==> src/rtl/fsm_interval_timer.sv <==
// Interval timer for the comparison/Gray FSM: prescales the clock into count units and
// flags when the requested number of units has elapsed. Optional pause input under FSM_TIMER_PAUSE_EN.
module fsm_interval_timer #(
  parameter int TICK_CYCLES = 50000000,
  parameter int CNT_W       = 3
) (
  input  logic             clock,
  input  logic             reset,
  input  logic             initCount,
  input  logic [CNT_W-1:0] countVal,
`ifdef FSM_TIMER_PAUSE_EN
  input  logic             pause,
`endif
  output logic             contBETval,
  output logic [CNT_W-1:0] count,
  output logic             tick
);

  localparam int PRE_W = (TICK_CYCLES > 1) ? $clog2(TICK_CYCLES) : 1;
  localparam logic [PRE_W-1:0] PRE_LAST = PRE_W'(TICK_CYCLES - 1);

  // State is implied by armed and the count/target relation; decoded here for visibility.
  typedef enum logic [1:0] {
    IDLE = 2'd0,
    RUN  = 2'd1,
    DONE = 2'd2
  } state_t;

  state_t           state;
  logic [PRE_W-1:0] pre_cnt, pre_cnt_d;
  logic [CNT_W-1:0] count_d;
  logic [CNT_W-1:0] val_q, val_d;
  logic             armed, armed_d;
  logic             same_val;
  logic             restart;
  logic             advance;
  logic             hold;

  always_ff @(posedge clock or posedge reset) begin
    if (reset) begin
      pre_cnt <= '0;
      count   <= '0;
      val_q   <= '0;
      armed   <= 1'b0;
    end else begin
      pre_cnt <= pre_cnt_d;
      count   <= count_d;
      val_q   <= val_d;
      armed   <= armed_d;
    end
  end

`ifdef FSM_TIMER_PAUSE_EN
  assign hold = pause;
`else
  assign hold = 1'b0;
`endif

  always_comb begin
    state      = IDLE;
    pre_cnt_d  = pre_cnt;
    count_d    = count;
    val_d      = val_q;
    armed_d    = armed;
    same_val   = (countVal == val_q);
    restart    = initCount & (~armed | ~same_val);
    advance    = 1'b0;
    contBETval = 1'b0;
    tick       = 1'b0;

    if (armed) begin
      state = (count < val_q) ? RUN : DONE;
    end

    // Gated by the live inputs so a stale "done" drops in the same cycle the request changes.
    contBETval = initCount & same_val & (state == DONE);
    advance    = initCount & same_val & (state == RUN) & ~hold;
    tick       = advance & (pre_cnt == PRE_LAST);

    if (!initCount) begin
      pre_cnt_d = '0;
      count_d   = '0;
      val_d     = '0;
      armed_d   = 1'b0;
    end else if (restart) begin
      pre_cnt_d = '0;
      count_d   = '0;
      val_d     = countVal;
      armed_d   = 1'b1;
    end else if (advance) begin
      if (pre_cnt == PRE_LAST) begin
        pre_cnt_d = '0;
        count_d   = count + CNT_W'(1);
      end else begin
        pre_cnt_d = pre_cnt + PRE_W'(1);
      end
    end
  end

endmodule

==> config.mk <==
export PLATFORM = sky130hd
export DESIGN_NAME = fsm_interval_timer
export DESIGN_NICKNAME = d
export VERILOG_FILES = /design/src/rtl/fsm_interval_timer.sv
export SDC_FILE = /design/constraint.sdc
export NUM_CORES = 1
export LEC_CHECK = 0
export ABC_AREA = 1
export CAP_MARGIN = 30
export CORE_UTILIZATION = 45
export CTS_BUF_LIST = sky130_fd_sc_hd__clkbuf_8 sky130_fd_sc_hd__clkbuf_16
export CTS_CLUSTER_DIAMETER = 60
export DETAILED_ROUTE_END_ITERATION = 8
export SLEW_MARGIN = 20
export SYNTH_ARGS = -nofsm -noshare
export SYNTH_HDL_FRONTEND = slang
export SYNTH_SLANG_ARGS = --single-unit
==> constraint.sdc <==
create_clock -name clock -period 3.85 [get_ports clock]
set_clock_uncertainty 0.1 [all_clocks]
set_input_delay 0.5775 -clock clock [delete_from_list [all_inputs] [get_ports clock]]
set_output_delay 0.5775 -clock clock [all_outputs]
set_load 0.02 [all_outputs]
==> results by group, run 1 <==
Power and ir drop
  • Final Power: 741.9 µW
  • Fraction of power consumed by sequential logic: 47.3%
  • Total net switching power: roughly 170 µW
  • Switching share of power: 22.54%
  • Worst vdd ir: 0.1634 mV
  • Internal power: 574.7 µW
  • Proportion of power drawn by combinational gates: roughly 6.6%
  • Clock share of power: approximately 46%
  • Power density relative to cell area: 296.2 nW/µm²
  • Cell leakage power: 0.001104 µW

Flow run
  • Max-Cap Viols: 0

Clock network
  • Clock Sink Count: 33
  • Maximum level of the CTS H-tree: 2
  • TritonCTS clock tree: done
  • Cell at the root of the clock tree: sky130_fd_sc_hd__clkbuf_8
  • Maximum clock insertion buffer count: 2
  • Clock slew seen by the registers of the worst setup and hold paths: about 0.070 ns
  • CTS-repair resized insts: 0
  • Insertion delay to the later sink of the worst-skew pair: a little under 0.3 ns
  • CTS hold repair buffers: 0
  • Post-CTS setup buffer count: 0
  • Number of clock buffers inserted by TritonCTS: 5

Route
  • DRT Pass-1 Iters: 5
  • Number of antenna-violating nets in the routed design: 0
  • Via-to-Cell Ratio: 4.856
  • Iteration-0 DRC Markers: 100
  • Residual DRC count: 0
  • Wire length per cell after detailed routing: around 12 µm
  • Final Routed Wirelength: 4969 µm
  • Via count: slightly below 2000

Synth
  • Syn nets: 333
  • Part of the Yosys area used for sequential elements: 37.31%
  • Synthesized instance count: approximately 320
  • Average instance area after synthesis: 6.853 µm²
  • Cell variety after synth: 33
  • Ys Warns: 0
  • Register bit total from synthesis: 33
  • Post-synthesis instance area: 2213 µm²

STA
  • Total Neg Setup Slack: 0 ns
  • Final cycle utilization of the critical path: 81.40%
  • Max-slew violation count: 0
  • Final worst path period need: 3.134 ns
  • Slew at the pin closest to its max-slew limit: 0.4830 ns
  • Relative max-transition margin: 67.76%
  • Max Clock Freq: 0.3191 GHz
  • Hold Violations, Final: 0
  • Unrepaired setup endpoints after global routing: false
  • Total setup violations reported at the end of the flow: 0
  • Worst Setup Slack, final: between 0.7 and 0.8 ns

Critical path
  • Required time of the critical path: 3.17 ns
  • Data arrival time of the worst path: 2.46 ns
  • Cell with the largest stage delay on the worst path: sky130_fd_sc_hd__clkdlybuf4s50_1
  • Delay-heaviest family, CP: buffers and inverters
  • Kind of end point of the critical path: output pin
  • Number of buffer and inverter stages on the critical path: 3
  • Crit path top cell by count: sky130_fd_sc_hd__clkdlybuf4s50_1
  • CP startpoint kind: primary input
  • Cell breakdown of the critical path: clkdlybuf4s50_1 -> inv_1 -> nand2_1 -> nand2_2 -> nor2_4 -> nand3_4 -> nor4_1 -> clkdlybuf4s50_1
  • Maximum fanout encountered on the critical timing path: 3
  • CP Class: primary input to output pin
  • Cell count of the worst reg-to-reg path: 9
  • Worst path max stage delay: 0.65 ns
  • Count of cell instances traversed by the critical path: 8

Die
  • Number of primary I/O pins: 11
  • DIE HEIGHT: 72.13 µm
  • Initial Util: 46.86%
  • Area of the die: 5203 µm²
  • Horizontal die dimension: 72.13 µm
  • Total number of placement rows: 25
  • Placeable Area: around 4700 µm²

Layout
  • NumNets Final: between 300 and 400
  • Leading cell types in the layout, fill and taps excluded: sky130_fd_sc_hd__nand2_1 (98), sky130_fd_sc_hd__nor2_1 (55), sky130_fd_sc_hd__inv_1 (36)
  • Antenna fix cells: 0
  • Leading cell type in the layout, fill and taps excluded: sky130_fd_sc_hd__nand2_1
  • Ratio of cells with drive above 1 in the final layout: 11.28%
  • Synth-to-layout area growth: 13.17%
  • Count of filler cells inserted in the layout: ~470
  • Post-layout util: 53.03%

Global route
  • Sum of overflow across all layers after global routing: 0
  • Global-route wire length before repair: 8438 µm
  • Initial antenna violation count: 0
  • Vias in the first global route: 1796
  • Maximum number of pins on one net before global-route repair: 28
  • Overall Global Routing Usage: 21.19%

Hold path
  • Worst min-delay path class: flip-flop to flip-flop
  • Worst hold stages: 2

Placement
  • HPWL after DPL: 3744 µm
  • Final weighted congestion of routability-driven global placement: 0.8957
  • Count of buffers inserted at the top-level ports: 10
  • Worst slack at placement: 0.6828 ns

Run status
  • Run status: complete, no violations
==> metrics by stage <==
step           area (µm²)  std cells  hold slack (ns)
4_1_cts              2505        404           0.4334
3_5_place_dp         2389        396           0.4169
5_1_grt              2505        404           0.4873
6_report             2505        404           0.4386
3_3_place_gp         2361        395           0.4145
2_1_floorplan        2213        323           0.3781
==> synthesized netlist by cell type, drive strengths merged <==
cell type / n / area share [%]
clkbuf: 1 / 0.17
and2: 1 / 0.28
nand3: 28 / 7.1
o21ai: 5 / 1.1
inv: 39 / 6.6
nor4: 1 / 0.28
o22ai: 1 / 0.28
nand4: 13 / 4.4
nor3: 6 / 1.6
dfrtp: 33 / 37
buf: 6 / 2.1
nor2: 68 / 14
or2: 2 / 0.57
and3: 1 / 0.28
nand3b: 2 / 0.68
a21oi: 5 / 1.1
xor2: 2 / 0.79
clkinv: 1 / 0.23
ha: 4 / 2.3
xnor2: 1 / 0.40
nand2: 103 / 18
==> layer usage <==
layer / up-vias / share of wire (%) / wire [µm] / track usage, %
met5: - / 0 / 0 / 0
met4: 0 / 1.5 / 76 / 8.497
met3: 8 / 2.5 / 123 / 2.917
met2: 24 / 45 / 2260 / 34.16
met1: 890 / 50 / 2509 / 28.73
li1: 1040 / - / - / -
==> tightest hold or removal path, stage by stage (launching register included) <==
cell	delay, ns
sky130_fd_sc_hd__dfrtp_1	0.38
sky130_fd_sc_hd__nand2_1	0.06
sky130_fd_sc_hd__o21ai_0	0.07
==> final timing paths <==
kind	start	slack, ns	to
max	countVal[1]	0.72	tick
min	pre_cnt[1]	0.44	pre_cnt[1]
max reg2reg	count[2]	1.52	pre_cnt[16]
min reg2reg	pre_cnt[1]	0.44	pre_cnt[1]
max in group asynchronous	reset	2.64	pre_cnt[7]
min in group asynchronous	reset	0.50	pre_cnt[24]
==> layout make-up <==
| type | instances | area, µm² | area share, % |
|---|---|---|---|
| Clock buffer | 6 | 82.58 | 3.297 |
| Clock inverter | 2 | 33.78 | 1.349 |
| Inverter | 40 | 151.4 | 6.044 |
| Multi-Input combinational cell | 243 | 1185 | 47.30 |
| Sequential cell | 33 | 825.8 | 32.97 |
| Tap cell | 67 | 83.83 | 3.347 |
| Timing Repair Buffer | 13 | 142.6 | 5.694 |
==> power groups by stage <==
stage               registers (µW)  clock network [µW]  logic (µW)
floorplan                      358                   0        33.9
global placement               358                   0        46.8
detailed placement             358                   0        50.7
CTS                            351                 346        50.7
global route                   351                 359        56.4
finish                         351                 342        49.3
==> cells by family after synthesis <==
| group | after synthesis | synth area share [%] |
|---|---|---|
| flip-flops | 33 | 37.31 |
| adder cells (fa/ha/maj) | 4 | 2.261 |
| buffers and inverters | 47 | 9.157 |
| AO/OA/AOI/OAI | 11 | 2.544 |
| AND/OR/NAND/NOR | 225 | 47.54 |
| XOR/XNOR | 3 | 1.187 |
==> sequential cells by signal, summed over array words and instances, names as in the netlist <==
signal and cells:
armed 1, count 3, pre_cnt 26, val_q 3
(Power assumes the default switching activity.)
==> inputs of run 2 (changes only) <==
==> constraint.sdc (replaced) <==
create_clock -name clock -period 2.94 [get_ports clock]
set_clock_uncertainty 0.1 [all_clocks]
set_input_delay 0.441 -clock clock [delete_from_list [all_inputs] [get_ports clock]]
set_output_delay 0.441 -clock clock [all_outputs]
set_load 0.02 [all_outputs]
==> run 2 against run 1 <==
Effect of this change:
- critical path depth unchanged
- cell count grew 0.50%
- combinational power up 27%
- non-clock buffer count rose by 2
- first-iteration DRC count up 11%
- power increased by 16%
- worst setup slack worse by 0.54 ns
- via count rose by 1.9%
- clock power shrank 2%
- sequential cell count is the same
- clock-buffer cell count decreased by 1
- utilization fell by 0.66 points
==> results by group, run 2 (same netlist as run 1, synthesis figures left out) <==
Clock network
  • CTS hold repair buffers: 0
  • Maximum level of the CTS H-tree: 2
  • Insertion delay to the later sink of the worst-skew pair: 0.29 ns
  • Post-CTS setup buffer count: 0
  • TritonCTS clock tree: done
  • Cell at the root of the clock tree: sky130_fd_sc_hd__clkbuf_8
  • Number of clock buffers inserted by TritonCTS: 5
  • Clock Sink Count: 33
  • Maximum clock insertion buffer count: 2
  • CTS-repair resized insts: 0
  • Clock slew seen by the registers of the worst setup and hold paths: about 0.070 ns

Layout
  • Largest register by flop count: pre_cnt
  • Count of filler cells inserted in the layout: between 400 and 500
  • Leading cell type in the layout, fill and taps excluded: sky130_fd_sc_hd__nand2_1
  • Synth-to-layout area growth: 11.76%
  • Ratio of cells with drive above 1 in the final layout: 12.09%
  • Leading cell types in the layout, fill and taps excluded: sky130_fd_sc_hd__nand2_1 (98), sky130_fd_sc_hd__nor2_1 (55), sky130_fd_sc_hd__inv_1 (36)
  • Antenna fix cells: 0
  • Final design instance area without fill: 2474 µm²
  • Post-Layout Cell Count: 406
  • Registers with the highest flip-flop counts: pre_cnt x26, count x3, val_q x3
  • NumNets Final: around 350
  • Post-layout util: 52.37%
  • Number of flip-flops under the largest register name: 26

Hold path
  • Capture endpoint of the worst hold path: pre_cnt[0]
  • Hold_sp: pre_cnt[0]
  • Worst hold stages: 1
  • Worst min-delay path class: flip-flop to flip-flop

Global route
  • Global routing's busiest layer: met2
  • Sum of overflow across all layers after global routing: 0
  • GR Util met3: 4.583%
  • GRT met1 Usage: roughly 30%
  • Global-route wire length before repair: 8769 µm
  • Met2 Usage GRT: 35.31%
  • Initial antenna violation count: 0
  • Vias in the first global route: 1877
  • Maximum number of pins on one net before global-route repair: 34
  • Overall Global Routing Usage: 21.92%

STA
  • Unrepaired setup endpoints after global routing: false
  • Total setup violations reported at the end of the flow: 0
  • Total Neg Setup Slack: 0 ns
  • Slew at the pin closest to its max-slew limit: 0.4335 ns
  • Final cycle utilization of the critical path: 94.00%
  • Hold Violations, Final: 0
  • Max Clock Freq: 0.3619 GHz
  • Relative max-transition margin: approximately 70%
  • Max-slew violation count: 0
  • Final worst path period need: roughly 2.8 ns

Power and ir drop
  • Switching share of power: around 26%
  • Internal power: 638.3 µW
  • Proportion of power drawn by combinational gates: 7.3%
  • Power density relative to cell area: ~350 nW/µm²
  • Clock share of power: 39.2%
  • Fraction of power consumed by sequential logic: about 54%
  • Final Power: 858.7 µW
  • Worst vdd ir: 0.1961 mV
  • Cell leakage power: 0.001111 µW
  • Total net switching power: 220.4 µW

Critical path
  • Worst R2R Start: count[2]
  • Required time of the critical path: 2.40 ns
  • Cell with the largest stage delay on the worst path: sky130_fd_sc_hd__clkdlybuf4s50_1
  • Cell breakdown of the critical path: ha_1 -> nand2_1 -> inv_1 -> nand2_1 -> nand2_1 -> inv_1 -> nor2_4 -> clkdlybuf4s50_1
  • Kind of end point of the critical path: output pin
  • Cell count of the worst reg-to-reg path: 10
  • Worst flop-to-flop path endpoint: pre_cnt[13]
  • CP Class: flip-flop to output pin
  • Reg2Reg Setup Slack: 0.90 ns
  • Crit path top cell by count: sky130_fd_sc_hd__nand2_1
  • Maximum fanout encountered on the critical timing path: 5
  • CP startpoint kind: flip-flop
  • Worst path max stage delay: 0.60 ns
  • Number of buffer and inverter stages on the critical path: 3
  • Delay-heaviest family, CP: buffers and inverters
  • Data arrival time of the worst path: roughly 2.2 ns

Die
  • Total number of placement rows: 25
  • Number of primary I/O pins: 11
  • Horizontal die dimension: around 72 µm
  • Area of the die: 5203 µm²
  • Placeable Area: ~4700 µm²
  • DIE HEIGHT: 72.13 µm
  • Initial Util: a little under half

Placement
  • Placed standard-cell area: 2384 µm²
  • HPWL after DPL: 3647 µm
  • Final weighted congestion of routability-driven global placement: 0.8467
  • Count of buffers inserted at the top-level ports: 10
  • Number of cells in the design after placement: 398

Route
  • Iteration-0 DRC Markers: about 110
  • DRT Pass-1 Iters: 4
  • Number of antenna-violating nets in the routed design: 0
  • Residual DRC count: 0
  • Via-to-Cell Ratio: 4.926
  • Wire length per cell after detailed routing: 12.41 µm
  • Via count: 2000
  • Final Routed Wirelength: 5038 µm

Run status
  • Run status: complete, no violations

Flow run
  • Max-Cap Viols: 0
## run 2: cell type report
cell class | instances | area (µm²) | area share (%)
inverters | 40 | 151.4 | 6.120
clock buffers | 5 | 68.82 | 2.782
flip-flops and latches | 33 | 825.8 | 33.38
multi-input cells | 243 | 1190 | 48.10
well taps | 67 | 83.83 | 3.389
repair buffers | 15 | 140.1 | 5.665
clock inverters | 3 | 13.76 | 0.5564
## run 2: worst reg2reg max path, stage by stage (launching register included)
cell,delay [ns]
sky130_fd_sc_hd__dfrtp_1,0.42
sky130_fd_sc_hd__ha_1,0.32
sky130_fd_sc_hd__a21oi_1,0.15
sky130_fd_sc_hd__nand2_1,0.17
sky130_fd_sc_hd__inv_1,0.21
sky130_fd_sc_hd__nor2_4,0.06
sky130_fd_sc_hd__buf_4,0.18
sky130_fd_sc_hd__nor2_1,0.15
sky130_fd_sc_hd__nand2_1,0.07
sky130_fd_sc_hd__nand2_1,0.06
sky130_fd_sc_hd__nor2_1,0.05
## run 2: worst max path at each step
stage / from / end / cells after the start
3_5_place_dp: countVal[0] / tick / 8
6_report: count[2] / contBETval / 8
2_1_floorplan: count[2] / tick / 4
3_3_place_gp: countVal[0] / tick / 8
5_1_grt: count[2] / contBETval / 8
4_1_cts: pre_cnt[0] / tick / 6
## run 2: metrics by stage
step	setup slack, ns	hold slack, ns
finish	0.1765	0.4239
global route	0.04632	0.4909
CTS	0.06683	0.4314
detailed placement	0.1113	0.4192
global placement	0.1195	0.4122
floorplan	0.5895	0.3781
## run 2: routing by layer
layer	share of wire, %	up-vias	wire length [µm]
met3	3.4	5	173
li1	-	1048	-
met4	1.2	0	62
met1	49	920	2454
met2	47	27	2348
met5	0	-	0
## run 2: power by group through the flow
stage / clock (µW) / combinational, µW / sequential (µW)
after floorplan: 0 / 44.4 / 468
after global placement: 0 / 63.7 / 469
after detailed placement: 0 / 64.2 / 469
after CTS: 345 / 64.3 / 460
after global routing: 357 / 71.5 / 460
final: 336 / 62.6 / 460
==> inputs of run 3 (changes only) <==
--- a/config.mk
+++ b/config.mk
@@ -9,7 +9,6 @@
 export CAP_MARGIN = 30
 export CORE_UTILIZATION = 45
 export CTS_BUF_LIST = sky130_fd_sc_hd__clkbuf_8 sky130_fd_sc_hd__clkbuf_16
-export CTS_CLUSTER_DIAMETER = 60
 export DETAILED_ROUTE_END_ITERATION = 8
 export SLEW_MARGIN = 20
 export SYNTH_ARGS = -nofsm -noshare
==> constraint.sdc (replaced) <==
create_clock -name clock -period 2.6 [get_ports clock]
set_clock_uncertainty 0.1 [all_clocks]
set_input_delay 0.39 -clock clock [delete_from_list [all_inputs] [get_ports clock]]
set_output_delay 0.39 -clock clock [all_outputs]
set_load 0.02 [all_outputs]
==> run 3 against run 2 <==
Effect of this change:
- clock power rose by 16%
- global-route usage is 0.30 points lower
- utilization up 1.1 points
- power is 15% higher
- combinational power is 21% higher
- design area is 2.1% higher
- via count down 1.7%
- sequential power grew 13%
- sequential cell count is the same
- non-clock buffer count is 7 higher
==> results by group, run 3 (same netlist as run 1, synthesis figures left out) <==
Run status
  • Run status: complete, no violations

Clock network
  • Post-CTS setup buffer count: 0
  • Maximum level of the CTS H-tree: 2
  • CTS hold repair buffers: 0
  • Insertion delay to the later sink of the worst-skew pair: 0.29 ns
  • Maximum clock insertion buffer count: 2
  • Clock slew seen by the registers of the worst setup and hold paths: 0.07 ns
  • CTS-repair resized insts: 2
  • Clock Sink Count: 33
  • Number of clock buffers inserted by TritonCTS: 5
  • TritonCTS clock tree: done
  • Cell at the root of the clock tree: sky130_fd_sc_hd__clkbuf_8

Flow run
  • Max-Cap Viols: 0

Route
  • Final Routed Wirelength: 4928 µm
  • Residual DRC count: 0
  • Via count: about 2000
  • Wire length per cell after detailed routing: 11.96 µm
  • Via-to-Cell Ratio: 4.774
  • Iteration-0 DRC Markers: 140
  • Number of antenna-violating nets in the routed design: 0
  • DRT Pass-1 Iters: 4

Die
  • Number of primary I/O pins: 11
  • Total number of placement rows: 25
  • Area of the die: 5203 µm²
  • DIE HEIGHT: approximately 72 µm
  • Placeable Area: 4723 µm²
  • Horizontal die dimension: ~70 µm
  • Initial Util: 46.86%

Critical path
  • Worst R2R Start: pre_cnt[0]
  • Maximum fanout encountered on the critical timing path: 3
  • CP Class: flip-flop to output pin
  • Required time of the critical path: 2.11 ns
  • Critical Path Source: count[2]
  • Data arrival time of the worst path: 1.87 ns
  • Kind of end point of the critical path: output pin
  • CP startpoint kind: flip-flop

STA
  • Unrepaired setup endpoints after global routing: false
  • Worst Setup Slack, final: roughly 0.24 ns
  • Slew at the pin closest to its max-slew limit: 0.4369 ns
  • Max Clock Freq: between 0.4 and 0.5 GHz
  • Worst hold-check slack: 0.3934 ns
  • Max-slew violation count: 0
  • Relative max-transition margin: 70.77%
  • Final cycle utilization of the critical path: approximately 90%
  • Hold Violations, Final: 0
  • Final worst path period need: around 2.4 ns
  • Total setup violations reported at the end of the flow: 0

Global route
  • Maximum number of pins on one net before global-route repair: 34
  • Global-route wire length before repair: just under 9000 µm
  • Initial antenna violation count: 0
  • Overall Global Routing Usage: 21.62%
  • Sum of overflow across all layers after global routing: 0
  • Vias in the first global route: 1881

Layout
  • Largest register by flop count: pre_cnt
  • Number of flip-flops under the largest register name: 26
  • Leading cell type in the layout, fill and taps excluded: sky130_fd_sc_hd__nand2_1
  • Leading cell types in the layout, fill and taps excluded: sky130_fd_sc_hd__nand2_1 (98), sky130_fd_sc_hd__nor2_1 (55), sky130_fd_sc_hd__inv_1 (36)
  • NumNets Final: 355
  • Registers with the highest flip-flop counts: pre_cnt x26, count x3, val_q x3
  • Synth-to-layout area growth: 14.08%
  • Ratio of cells with drive above 1 in the final layout: 13.62%
  • Antenna fix cells: 0

Placement
  • Count of buffers inserted at the top-level ports: 10
  • HPWL after DPL: 3696 µm
  • Final weighted congestion of routability-driven global placement: between 0.8 and 0.9
  • Worst slack at placement: -0.05462 ns

Power and ir drop
  • Worst vdd ir: 0.2282 mV
  • Cell leakage power: 0.001136 µW
  • Power density relative to cell area: 390.4 nW/µm²

Hold path
  • Worst min-delay path class: primary input to async pin
## run 3: changes by cell type in the layout (fill, tap and decap cells not counted)
cell	before	now
sky130_fd_sc_hd__dlymetal6s2s_1	1	0
sky130_fd_sc_hd__clkinv_2	3	1
sky130_fd_sc_hd__clkdlybuf4s50_1	9	8
sky130_fd_sc_hd__dlygate4sd2_1	0	2
sky130_fd_sc_hd__clkbuf_8	5	6
sky130_fd_sc_hd__buf_4	5	12
## run 3: path summary, 6_finish.rpt
check                      cells past startpoint          to  slack, ns
max                                            5        tick       0.24
min                                            3    val_q[1]       0.39
max reg2reg                                   10  pre_cnt[7]       0.62
min reg2reg                                    2  pre_cnt[1]       0.43
max in group asynchronous                      3  pre_cnt[8]       1.70
min in group clock                             2  pre_cnt[1]       0.43
## run 3: layout make-up
cell class | instances | area (µm²)
inverters | 40 | 151.4
flip-flops and latches | 33 | 825.8
repair buffers | 22 | 187.7
multi-input cells | 243 | 1190
clock buffers | 6 | 82.58
clock inverters | 1 | 3.754
well taps | 67 | 83.83
fillers | 477 | 2198
## run 3: worst max-delay path, cell delays in order, from the launching register on
cell and delay (ns):
sky130_fd_sc_hd__dfrtp_1 0.39, sky130_fd_sc_hd__ha_1 0.31, sky130_fd_sc_hd__a21oi_1 0.15, sky130_fd_sc_hd__nand2_1 0.12, sky130_fd_sc_hd__nor4_1 0.25, sky130_fd_sc_hd__dlygate4sd2_1 0.36
## run 3: through the flow
step	setup TNS [ns]	util [%]	total power, µW	cells	cell area, µm²
floorplan	0	-	579.6	323	2213
global placement	-0.04415	51.58	606.9	405	2436
detailed placement	-0.05462	51.58	607.4	405	2436
CTS	0	53.35	1003	412	2520
global route	0	53.46	1034	412	2525
finish	0	53.46	985.7	412	2525
## run 3: where the power goes
group,internal [µW],switching [µW],total (µW)
sequential,517,2.80,520
combinational,27.0,48.7,75.7
clock,206,184,390
total,750,235,986
## run 3: metal layers
| layer | up-vias | global-route usage, % | share of wire [%] | routed length, µm |
|---|---|---|---|---|
| met1 | 891 | 30.55 | 52 | 2552 |
| li1 | 1060 | - | - | - |
| met2 | 11 | 33.23 | 45 | 2228 |
| met5 | - | 0 | 0 | 0 |
| met3 | 5 | 4.583 | 1.8 | 87 |
| met4 | 0 | 6.536 | 1.2 | 59 |
==> variant 1, RTL diff (config.mk and constraints of run 2) <==
The option `FSM_TIMER_PAUSE_EN` is turned on by a define.
--- a/src/rtl/fsm_interval_timer.sv
+++ b/src/rtl/fsm_interval_timer.sv
@@ -1,5 +1,7 @@
 // Interval timer for the comparison/Gray FSM: prescales the clock into count units and
 // flags when the requested number of units has elapsed. Optional pause input under FSM_TIMER_PAUSE_EN.
+`define FSM_TIMER_PAUSE_EN
+
 module fsm_interval_timer #(
   parameter int TICK_CYCLES = 50000000,
   parameter int CNT_W       = 3
Interface: changed (added pause); port bits go from 11 to 12. The function was not compared with the original's and may differ.
==> variant 1 against run 2 <==
  * Wire length is 18% higher
  * Synthesized area grew 15%
  * Worst setup slack improved by 0.056 ns
  * Cell count grew 18%
  * Die area up 14%
  * First-iteration DRC count rose by 61%
  * Critical path depth stayed put
  * Design area increased by 13%
  * Total power rose by 3.5%
  * Sequential power barely moved
  * Critical path type is now in2out
  * Sequential cell count unchanged
==> variant 1: results (changes against run 2) <==
Outcome:
- The flow ran to the end, and the final reports show no timing, DRC or antenna violations.

Placed design:
- The cell count after placement is 472 (+19%).
- The placed standard-cell area is 2700 µm² (+13%).
- The number of buffers added on ports is 11 (+1).
- The setup slack at placement is 0.0783 ns (-0.0330 ns).

Finish:
- The final non-filler cell total is 479 (+18%).
- The count of clock-net buffers in the final layout is 6 (+1).
- The count of fill cells added during filler insertion is 568 (+20%).
- The proportion of layout cells with a drive suffix above 1 is 8.07% (-4.0 points).
- The final design area excluding fillers came to 2790 µm² (+13%).
- The combined area of the multi-input logic cells was 1390 µm² (+17%).
- The share of final layout cell area taken by clock buffers and inverters was 3.10% (-0.24 points).
- The share of cell area taken by flip-flops and latches is 29.6% (-3.7 points).
- The non-clock buffer contribution to total cell area came to 5.12% (-0.55 points).

Yosys:
- The count of different cell masters after synthesis is 30 (-9.1%).
- Counting instances in the post-synthesis netlist gives the leading cell types as sky130_fd_sc_hd__nand2_1, sky130_fd_sc_hd__inv_1, sky130_fd_sc_hd__nor2_1.
- The net count after synthesis was 406 (+22%).
- The proportion of synthesized chip area in sequential cells is 32.5% (-4.8 points).

Power and ir drop:
- The net switching fraction of the power is 25.4% (-0.24 points).
- The maximum vdd ir drop is 0.000191 V (-2.7%).
- The relative contribution of the clock network to total power is 40.2% (+1.0 points).
- The cell leakage power is 0.00156 µW (+40%).
- The relative contribution of combinational cells to total power is 7.9% (+0.6 points).

Detailed routing:
- The total number of vias is 2329 (+16%).
- The initial detailed-routing violation count came to 179 (+61%).
- The mean routed wirelength per cell is 12.4 µm (about the same).

Critical path:
- The maximum fanout along the worst path came to 4 (-1).
- In this run the critical register-to-register path is captured at pre_cnt[5].
- The number of cells on the worst reg-to-reg path is 7 (-3).
- The minimum setup slack among reg-to-reg paths is 0.53 ns (-0.37 ns).

Timing:
- The normalized max-slew margin is 39.5% (-32 points).

Floorplan:
- The floorplan die width came to 77.1 µm (+7.0%).

Global route:
- The first-pass GRT wire length is 10.7 mm (+22%).
variant 1: worst min-delay path by stage:
stage          cells after the start  slack, ns        from         end
2_1_floorplan                      2       0.39  pre_cnt[1]  pre_cnt[1]
3_3_place_gp                       2       0.42  pre_cnt[1]  pre_cnt[1]
3_5_place_dp                       2       0.43  pre_cnt[1]  pre_cnt[1]
4_1_cts                            2       0.45  pre_cnt[1]  pre_cnt[1]
5_1_grt                            2       0.50  pre_cnt[1]  pre_cnt[1]
6_report                           2       0.44  pre_cnt[1]  pre_cnt[1]
variant 1: cell families (layout without fill, tap and decap cells):
group                    Yosys count  count (layout)  synth area share, %
XOR/XNOR                           9               9                 3.10
AND/OR/NAND/NOR                  260             260                 46.0
flip-flops                        33              33                 32.5
buffers and inverters             74              88                 12.7
AO/OA/AOI/OAI                     15              15                 3.74
adder cells (fa/ha/maj)            4               4                 1.97
variant 1: metal layers:
metal	routed length, µm	GRT usage (%)
met1	3000	31.4
met2	2680	36.5
met3	201	4.17
met4	62	6.42
met5	0	0
==> variant 2, RTL diff (flow settings as in run 2) <==
Without the edit above. Put a register stage on the output `tick`. The value now appears one clock later. The other outputs are not delayed to match.
--- a/src/rtl/fsm_interval_timer.sv
+++ b/src/rtl/fsm_interval_timer.sv
@@ -25,6 +25,8 @@
     RUN  = 2'd1,
     DONE = 2'd2
   } state_t;
+
+  logic tick_d;
 
   state_t           state;
   logic [PRE_W-1:0] pre_cnt, pre_cnt_d;
@@ -66,7 +68,7 @@
     restart    = initCount & (~armed | ~same_val);
     advance    = 1'b0;
     contBETval = 1'b0;
-    tick       = 1'b0;
+    tick_d     = 1'b0;
 
     if (armed) begin
       state = (count < val_q) ? RUN : DONE;
@@ -75,7 +77,7 @@
     // Gated by the live inputs so a stale "done" drops in the same cycle the request changes.
     contBETval = initCount & same_val & (state == DONE);
     advance    = initCount & same_val & (state == RUN) & ~hold;
-    tick       = advance & (pre_cnt == PRE_LAST);
+    tick_d     = advance & (pre_cnt == PRE_LAST);
 
     if (!initCount) begin
       pre_cnt_d = '0;
@@ -97,5 +99,9 @@
     end
   end
 
+  always_ff @(posedge clock) begin
+    tick <= tick_d;
+  end
+
 endmodule
 
Check against the original RTL: no difference found for any inputs over 10 cycles, from zero or initial values and one cycle with reset high; that may be too few to reach the edited logic, so the function may still have changed.
==> variant 2 against run 2 <==
  * Global-route usage is 0.37 points lower
  * Synthesized area is 0.90% higher
  * Sequential cell count is 1 higher
  * Design area is 1.3% higher
  * Combinational power is 2% lower
  * Worst setup slack better by 0.0013 ns
  * Wire length is 2.0% lower
  * Total power is 9.9% higher
  * Largest cell class unchanged
  * Largest power group unchanged
==> variant 2: results (changes against run 2) <==
Outcome:
- The flow ran to the end, and the final reports show no timing, DRC or antenna violations.

Yosys:
- The fraction of synthesis flops using an asynchronous set or reset pin is 97.1% (-2.9 points).
- The net count after synthesis came to 334 (+0.30%).
- The count of different cell masters after synthesis was 34 (+3.0%).
- The total number of yosys warnings is 0 (unchanged).
- The dominant register cell in the synthesized netlist is sky130_fd_sc_hd__dfrtp_1.
- The proportion of synthesized chip area in sequential cells is 37.9% (+0.56 points).
- By count the netlist is led by sky130_fd_sc_hd__nand2_1, sky130_fd_sc_hd__nor2_1, sky130_fd_sc_hd__inv_1.
- The post-synthesis cell count is 324 (+0.31%).
- Ranked by total cell area, the synthesized netlist is headed by sky130_fd_sc_hd__dfrtp_1, sky130_fd_sc_hd__nand2_1, sky130_fd_sc_hd__nor2_1, sky130_fd_sc_hd__inv_1, sky130_fd_sc_hd__nand3_1.

Detailed routing:
- The total number of vias came to 1994 (-0.30%).
- The wire length reported by the detailed router is 4.94 mm (-2.0%).
- The total iterations of the first detailed-routing run is 4 (unchanged).
- The initial detailed-routing violation count is 145 (+31%).
- The per-cell via count in the routed design is 4.91 (-0.30%).

Placed design:
- The number of buffers added on ports was 10 (unchanged).
- The placed wire-length estimate is 3.64 mm (-0.33%).
- The cell count after placement is 398 (unchanged).
- The placed standard-cell area was 2400 µm² (+0.52%).
- The setup slack at placement is 0.279 ns (+0.168 ns).
- The routability-driven placement congestion ratio is 0.837 (-1.2%).

Finish:
- The number of flip-flops under the largest register name was 26 (unchanged).
- The layout net count came to 348 (unchanged).
- In the final layout, the registers with the most flip-flops are pre_cnt x26, count x3, val_q x3.
- The proportion of layout cells with a drive suffix above 1 is 11.8% (-0.29 points).
- The number of antenna diodes is 0 (unchanged).

Critical path:
- On the critical path, the stage with the largest delay is an instance of sky130_fd_sc_hd__clkdlybuf4s50_1.
- The maximum fanout along the worst path is 5 (unchanged).
- The arrival time of the worst setup path is 2.22 ns (about the same).
- The biggest cell delay along the critical path is 0.61 ns.

Power and ir drop:
- The cell leakage power came to 0.00110 µW (-0.67%).
- The maximum vdd ir drop is 0.000238 V (+21%).

Clock network:
- The depth of the CTS H-tree is 2 (unchanged).
- The root cell of the clock tree is sky130_fd_sc_hd__clkbuf_8.
- The post-CTS resize count is 0 (unchanged).
- The clock tree buffer depth was 2 (unchanged).
- The post-CTS setup repair buffer count was 0 (unchanged).
- The source-to-sink clock delay at the later pin of the worst-skew pair is 0.29 ns (about the same).
- The total clock buffers created by CTS came to 5 (unchanged).
- The CTS clock-pin slew for the worst setup and hold paths is 0.07 ns (about the same).

Timing:
- The actual slew at the worst max-slew pin came to 0.435 ns (+0.00171 ns).

Global route:
- The number of antenna violations at the first check in global routing is 0 (unchanged).
- The maximum number of pins on one net before global-route repair was 34 (unchanged).
- The total global-route track usage is 21.5% (-0.37 points).
- The first-pass GRT wire length is 8.63 mm (-1.6%).
- The via count of the first global-routing pass came to 1858 (-1.0%).

Min path:
- The class of the tightest hold or removal check is reg2reg.
[variant 2: cell types whose count changed after synthesis, sizes merged]
cell	run 2	this run
dfxtp	0	1
[variant 2: critical path, delay by kind of cell, from the launching register on]
family	cells	cell delay (ns)
adder cells (fa/ha/maj)	1	0.31
buffers and inverters	3	0.81
flip-flops	1	0.43
AND/OR/NAND/NOR	4	0.38
[variant 2: final timing paths]
check                      slack [ns]  depth (start not counted)           to       start
hold / removal                   0.43                          2   pre_cnt[1]  pre_cnt[1]
setup reg to reg                 0.84                          9  pre_cnt[24]    count[2]
min in group asynchronous        0.45                          3  pre_cnt[21]       reset
setup / recovery                 0.18                          8   contBETval    count[2]
max in group asynchronous        1.98                          3   pre_cnt[2]       reset
hold reg to reg                  0.43                          2   pre_cnt[1]  pre_cnt[1]
[variant 2: metal layers]
metal	share of wire [%]	up-vias	track usage (%)
li1	-	1046	-
met1	50	920	28.5
met2	46	23	35.6
met3	3.1	5	3.75
met4	1.2	0	7.19
met5	0	-	0
[variant 2: layout make-up]
cell class | count | area, µm²
Clock buffer | 8 | 110
Fill cell | 516 | 2250
Timing Repair Buffer | 14 | 130
Multi-Input combinational cell | 243 | 1180
Sequential cell | 34 | 846
Tap cell | 67 | 83.8
Inverter | 40 | 151
[variant 2: where the power goes]
| group | total (µW) | switching, µW | internal (µW) |
|---|---|---|---|
| sequential | 473 | 2.39 | 471 |
| combinational | 61.4 | 42.1 | 19.4 |
| clock | 409 | 172 | 237 |
[variant 2: cells by family after synthesis]
logic type               after synthesis  synth area share, %
AO/OA/AOI/OAI                         11                 2.52
flip-flops                            34                 37.9
XOR/XNOR                               3                 1.18
AND/OR/NAND/NOR                      225                 47.1
adder cells (fa/ha/maj)                4                 2.24
buffers and inverters                 47                 9.07
